File: src/rtl/dpram_port_arbiter.sv
// dpram_port_arbiter
//   Shares one port of a dual-port block RAM between three requesters:
//   video fetch (0), CPU (1) and disk/DMA (2). The arbiter accepts at most one
//   access per clock, registers the winning command onto the RAM port, and
//   returns read data two cycles after the grant with a one-hot valid strobe.
//   Video wins by fixed priority. Requesters 1 and 2 each have a wait counter
//   that forces a grant after MAX_WAIT cycles (MAX_WAIT must be 1..15).
//
// Ports
//   clk       single clock for all logic and the RAM port
//   reset     synchronous, active-high
//   req/we    per-requester request and write enable (bit i = requester i)
//   addr/din  packed per-requester address / write data
//   gnt       one-hot combinational acceptance, same cycle as req
//   rvalid    one-hot read-data-valid strobe
//   rdata     read data, meaningful while any rvalid bit is set
//   ram_*     registered RAM command; ram_dout is valid one cycle later
module dpram_port_arbiter #(
  parameter int unsigned DATA     = 8,
  parameter int unsigned ADDR     = 14,
  parameter int unsigned MAX_WAIT = 7
) (
  input  logic              clk,
  input  logic              reset,
  input  logic [2:0]        req,
  input  logic [2:0]        we,
  input  logic [3*ADDR-1:0] addr,
  input  logic [3*DATA-1:0] din,
  output logic [2:0]        gnt,
  output logic [2:0]        rvalid,
  output logic [DATA-1:0]   rdata,
  output logic              ram_ce,
  output logic              ram_wr,
  output logic [ADDR-1:0]   ram_addr,
  output logic [DATA-1:0]   ram_din,
  input  logic [DATA-1:0]   ram_dout
);

  typedef enum logic {
    RR_REQ1 = 1'b0,
    RR_REQ2 = 1'b1
  } rr_t;

  localparam logic [3:0] WAIT_LIM = 4'(MAX_WAIT);

  rr_t             rr;
  logic [3:0]      w1;
  logic [3:0]      w2;
  logic            starve1;
  logic            starve2;

  logic [1:0]      sel;
  logic            sel_we;
  logic [ADDR-1:0] sel_addr;
  logic [DATA-1:0] sel_din;

  // Stage 1 travels with the command on the RAM port, stage 2 with ram_dout.
  logic [1:0]      tag1;
  logic            tag1_rd;
  logic [1:0]      tag2;
  logic            tag2_rd;

  assign starve1 = req[1] && (w1 == WAIT_LIM);
  assign starve2 = req[2] && (w2 == WAIT_LIM);

  always_comb begin
    gnt = '0;
    if (!reset) begin
      if (starve1 && starve2) begin
        gnt = (rr == RR_REQ1) ? 3'b010 : 3'b100;
      end else if (starve1) begin
        gnt = 3'b010;
      end else if (starve2) begin
        gnt = 3'b100;
      end else if (req[0]) begin
        gnt = 3'b001;
      end else if (req[1] && req[2]) begin
        gnt = (rr == RR_REQ1) ? 3'b010 : 3'b100;
      end else if (req[1]) begin
        gnt = 3'b010;
      end else if (req[2]) begin
        gnt = 3'b100;
      end
    end
  end

  always_comb begin
    sel = 2'd0;
    if (gnt[1]) begin
      sel = 2'd1;
    end else if (gnt[2]) begin
      sel = 2'd2;
    end
  end

  always_comb begin
    sel_we   = we[0];
    sel_addr = addr[0 +: ADDR];
    sel_din  = din[0 +: DATA];
    case (sel)
      2'd1: begin
        sel_we   = we[1];
        sel_addr = addr[ADDR +: ADDR];
        sel_din  = din[DATA +: DATA];
      end
      2'd2: begin
        sel_we   = we[2];
        sel_addr = addr[2*ADDR +: ADDR];
        sel_din  = din[2*DATA +: DATA];
      end
      default: ;
    endcase
  end

  always_ff @(posedge clk) begin
    if (reset) begin
      ram_ce   <= 1'b0;
      ram_wr   <= 1'b0;
      ram_addr <= '0;
      ram_din  <= '0;
      tag1     <= '0;
      tag1_rd  <= 1'b0;
      tag2     <= '0;
      tag2_rd  <= 1'b0;
      rr       <= RR_REQ1;
      w1       <= '0;
      w2       <= '0;
    end else begin
      ram_ce  <= |gnt;
      ram_wr  <= (|gnt) & sel_we;
      // Address and data hold on idle cycles so the RAM pins stay quiet.
      if (|gnt) begin
        ram_addr <= sel_addr;
        ram_din  <= sel_din;
      end
      tag1    <= sel;
      tag1_rd <= (|gnt) & ~sel_we;
      tag2    <= tag1;
      tag2_rd <= tag1_rd;

      if (gnt[1]) begin
        rr <= RR_REQ2;
      end else if (gnt[2]) begin
        rr <= RR_REQ1;
      end

      if (gnt[1] || !req[1]) begin
        w1 <= '0;
      end else if (w1 < WAIT_LIM) begin
        w1 <= w1 + 4'd1;
      end

      if (gnt[2] || !req[2]) begin
        w2 <= '0;
      end else if (w2 < WAIT_LIM) begin
        w2 <= w2 + 4'd1;
      end
    end
  end

  always_comb begin
    rvalid = '0;
    if (tag2_rd) begin
      case (tag2)
        2'd0:    rvalid = 3'b001;
        2'd1:    rvalid = 3'b010;
        2'd2:    rvalid = 3'b100;
        default: rvalid = '0;
      endcase
    end
  end

  assign rdata = ram_dout;

endmodule

File: config.mk
export PLATFORM = sky130hd
export DESIGN_NAME = dpram_port_arbiter
export DESIGN_NICKNAME = d
export VERILOG_FILES = /design/src/rtl/dpram_port_arbiter.sv
export SDC_FILE = /design/constraint.sdc
export NUM_CORES = 1
export LEC_CHECK = 0
export BUFFER_PORTS_ARGS = -buffer_cell sky130_fd_sc_hd__buf_4
export CAP_MARGIN = 20
export CORE_UTILIZATION = 40
export CTS_BUF_LIST = sky130_fd_sc_hd__clkbuf_4 sky130_fd_sc_hd__clkbuf_8
export DETAILED_ROUTE_END_ITERATION = 8
export PLACE_DENSITY = 0.86
export SLEW_MARGIN = 20
export SYNTH_ARGS = -nofsm -noshare
export SYNTH_HDL_FRONTEND = slang
export SYNTH_SLANG_ARGS = --single-unit
File: constraint.sdc
create_clock -name clk -period 2.3 [get_ports clk]
set_input_delay 0.46 -clock clk [delete_from_list [all_inputs] [get_ports clk]]
set_output_delay 0.46 -clock clk [all_outputs]
set_load 0.02 [all_outputs]
==> impl_metrics.py <==
metrics = {
    "run_status": {
        "outcome": "finished clean",
    },
    "routing": {
        "dr_total_vias": 2193,
        "dr.pass1.iters": 4,
        "vias_per_cell": 5.41,
        "drt-total-wl_mm": 5.81,
        "drc_errors": 0,
        "ant_nets": 0,
        "wl_per_cell_um": 14.3,
        "drt_iter0_markers": 125,
    },
    "synthesis": {
        "synthCells": 237,
        "postSynthAreaPerCell_um2": 8.29,
        "synth-edff-count": 0,
        "ys.flop_type": "dfxtp_1",
        "synth_seq_cells": 39,
        "ys_top_cells_by_area": "dfxtp_1 (40%), a21oi_1 (7.1%), a221o_1 (6.6%), nand3_1 (4.1%), nor3_1 (4.1%)",
        "seq_area_frac_synth_pct": 39.7,
        "yosys_warnings": 0,
        "ys_types": 37,
        "yosysTopAreaCell": "dfxtp_1",
        "async_flop_share_pct": 0,
        "synth-compound-area-share_pct": 26.8,
        "syn_area_mm2": 0.00196,
        "synth_top_family_by_area": "compound AO/OA/AOI/OAI gates",
        "yosys-mux-area-fraction_pct": 1.02,
        "syn_nets": 321,
        "yosysTopAreaCellShare_pct": 39.7,
        "synth_xor_area_share_pct": 0.892,
        "synthAdderAreaFrac_pct": 1.27,
        "synth-simple-area-share_pct": 18.3,
    },
    "worst_setup_path": {
        "critPathRequiredTime_ns": 1.84,
        "end_kind": "primary output",
        "r2r-start": "w1[1]",
        "start_kind": "flip-flop",
        "reg2regPathDepth": 8,
        "r2r_end": "ram_din[2]",
        "crit_chain": "ha_4 > nand4b_1 > buf_4 > a22o_1 > nor2_2 > buf_4",
        "slowest_delay_ns": 0.39,
        "cpLargestDelayFamily": "flip-flops",
        "crit_path_frequent_cell": "buf_4",
        "arrival_ns": 1.78,
        "r2r_setup_slack_ns": 0.14,
        "critPathBufInv": 2,
        "path_class": "flip-flop to primary output",
        "cp_slowest_cell": "dfxtp_1",
        "worstPathMaxFanout": 4,
    },
    "die": {
        "die_area_mm2": 0.00520,
        "core_mm2": 0.00472,
        "fp.dieW_um": 72.1,
        "fp.dieH_um": 72.1,
        "rows": 25,
        "io_pins": 120,
        "start_util_pct": 41.6,
    },
    "placed_design": {
        "dpl.hpwl_mm": 4.16,
        "port_buffers": 103,
        "place.gp.congestion": 0.850,
        "placed_area_mm2": 0.00278,
        "place_ws_ns": 0.0987,
    },
    "clock_network": {
        "htreeDepth": 2,
        "cts_tree": "yes",
        "numCtsBuffers": 5,
        "cts_root_buf": "clkbuf_8",
        "hold_buffers": 0,
        "clk_pin_slew_ns": 0.07,
        "clk_latency_ns": 0.29,
        "clock-sinks": 39,
        "clockBufferDepth": 2,
    },
    "timing": {
        "fin_crit_ns": 2.24,
        "worst_slew_pin_slew_ns": 0.296,
        "tns_ns": 0,
        "fin_crit_sh_pct": 97.4,
        "setup_slack_ns": 0.0600,
        "clock.fmax_ghz": 0.446,
        "rsz0062_at_grt": "no",
        "finalHoldViolCount": 0,
        "slew-limit-headroom_pct": 80.2,
        "final_max_slew_viol_count": 0,
        "setup_violations": 0,
        "clock_skew_ns": 0.00414,
    },
    "global_routing": {
        "grt_pass1_wl_mm": 8.81,
        "use_met2_pct": 39.5,
        "grt-ovfl-total": 0,
        "gr-usage-all-layers_pct": 21.5,
        "use_met3_pct": 3.75,
        "grt_antenna_before_repair": 0,
        "grt_pass1_vias": 2079,
        "grt_max_degree": 32,
        "busiest_layer": "met2",
        "met1_usage_pct": 23.4,
    },
    "finish": {
        "drive_above_1_share_pct": 41.1,
        "syn_to_final_growth_pct": 49.7,
        "fill_cells": 411,
        "final_area_mm2": 0.00294,
        "nets": 421,
        "diodes": 0,
    },
    "run": {
        "cap_viol_max_count": 0,
    },
    "hold_path": {
        "hold_depth": 2,
        "worstHoldStart": "we[0]",
        "holdPathEnd": "tag1_rd",
        "hp-class": "input port to flip-flop",
    },
    "power_and_ir_drop": {
        "ir_drop_mv": 0.341,
        "total_leakage_power_nw": 1.37,
        "p_per_area_mw_per_mm2": 568,
    },
}
-- power by group --
part	total, mW	switching (mW)	internal [mW]
Clock	0.511	0.225	0.285
Combinational	0.408	0.196	0.212
Sequential	0.750	0.0267	0.723
-- routing by layer --
metal / vias up / share of wire (%)
met5: - / 0
met4: 0 / 2.9
met3: 21 / 6.2
met2: 106 / 51
met1: 1017 / 40
li1: 1049 / -
-- sequential cells by signal, summed over array words and instances, names as in the netlist, 2 cells and up --
| register | flops |
|---|---|
| ram_addr | 14 |
| ram_din | 8 |
| w1 | 4 |
| w2 | 4 |
| tag1 | 2 |
| tag2 | 2 |
-- synthesized netlist by cell type, drive strengths merged (2+ instances only) --
library cell  count
a22oi             9
mux2i             2
a21oi            28
buf              17
nand2            14
o21ai             9
xnor2             2
dfxtp            39
nand4b            3
inv              19
o31ai             9
ha                2
clkbuf           10
nor3             16
nor2b             4
and2              2
and3b             2
nand3            16
nand2b            2
o211ai            2
nor2              7
a221o            13
-- final cells by class --
| class | instances | area (µm²) | share of cell area (%) |
|---|---|---|---|
| Inverter | 19 | 83.8 | 2.85 |
| Timing Repair Buffer | 119 | 906 | 30.8 |
| Timing Repair inverter | 1 | 5.00 | 0.170 |
| Clock buffer | 8 | 104 | 3.53 |
| Multi-Input combinational cell | 152 | 975 | 33.1 |
| Sequential cell | 39 | 783 | 26.6 |
| Tap cell | 67 | 83.8 | 2.85 |
-- timing repair --
item / 4_1_cts / 5_1_grt
pin swaps: 2 / 2
setup endpoints to repair: 2 / 5
resized for setup: 6 / 8
gates cloned: 0 / 1
endpoints found under the hold margin: 0 / 0
setup buffers: 2 / 0
-- worst register-to-register path: stages, from the launching register on --
cell and delay [ns]:
dfxtp_1 0.39, ha_4 0.17, nand4b_1 0.16, buf_4 0.20
o32a_1 0.23, o211a_1 0.29, buf_12 0.18, a221o_1 0.32
a21oi_1 0.15
-- worst max-delay path by stage --
stage / startpoint / endpoint / slack, ns / cells after the start
final: w1[1] / gnt[1] / 0.06 / 6
after global routing: w1[1] / gnt[1] / 0.006 / 6
after CTS: w1[0] / gnt[1] / 0.01 / 6
after detailed placement: w2[0] / gnt[2] / 0.1 / 6
after global placement: req[2] / gnt[2] / 0.16 / 6
after floorplan: w2[0] / gnt[1] / 0.03 / 7
-- layout by cell type, fill, tap and decap left out, types with 7 or more instances in the layout --
| master | n |
|---|---|
| a221o_1 | 13 |
| clkbuf_8 | 7 |
| nand3_1 | 15 |
| nand2_1 | 14 |
| o31ai_1 | 9 |
| dfxtp_1 | 37 |
| buf_4 | 118 |
| a22oi_1 | 9 |
| inv_1 | 17 |
| a21oi_1 | 28 |
| nor3_1 | 16 |
-- metrics by stage --
stage	hold slack (ns)	power [mW]	util (%)	instances
2_1_floorplan	0.414	0.978	-	237
3_3_place_gp	0.420	1.15	58.8	394
3_5_place_dp	0.424	1.16	58.8	394
4_1_cts	0.363	1.68	61.6	404
5_1_grt	0.367	1.74	62.3	405
6_report	0.367	1.67	62.3	405
-- logic make-up after synthesis --
group / after synthesis
AOI/OAI and AO/OA: 77
and+or+nand+nor: 69
buffers and inverters: 46
DFF: 39
xor gates and xnor gates: 2
muxes: 2
adders and majority gates: 2
No activity file was read; power rests on OpenSTA's default activity.
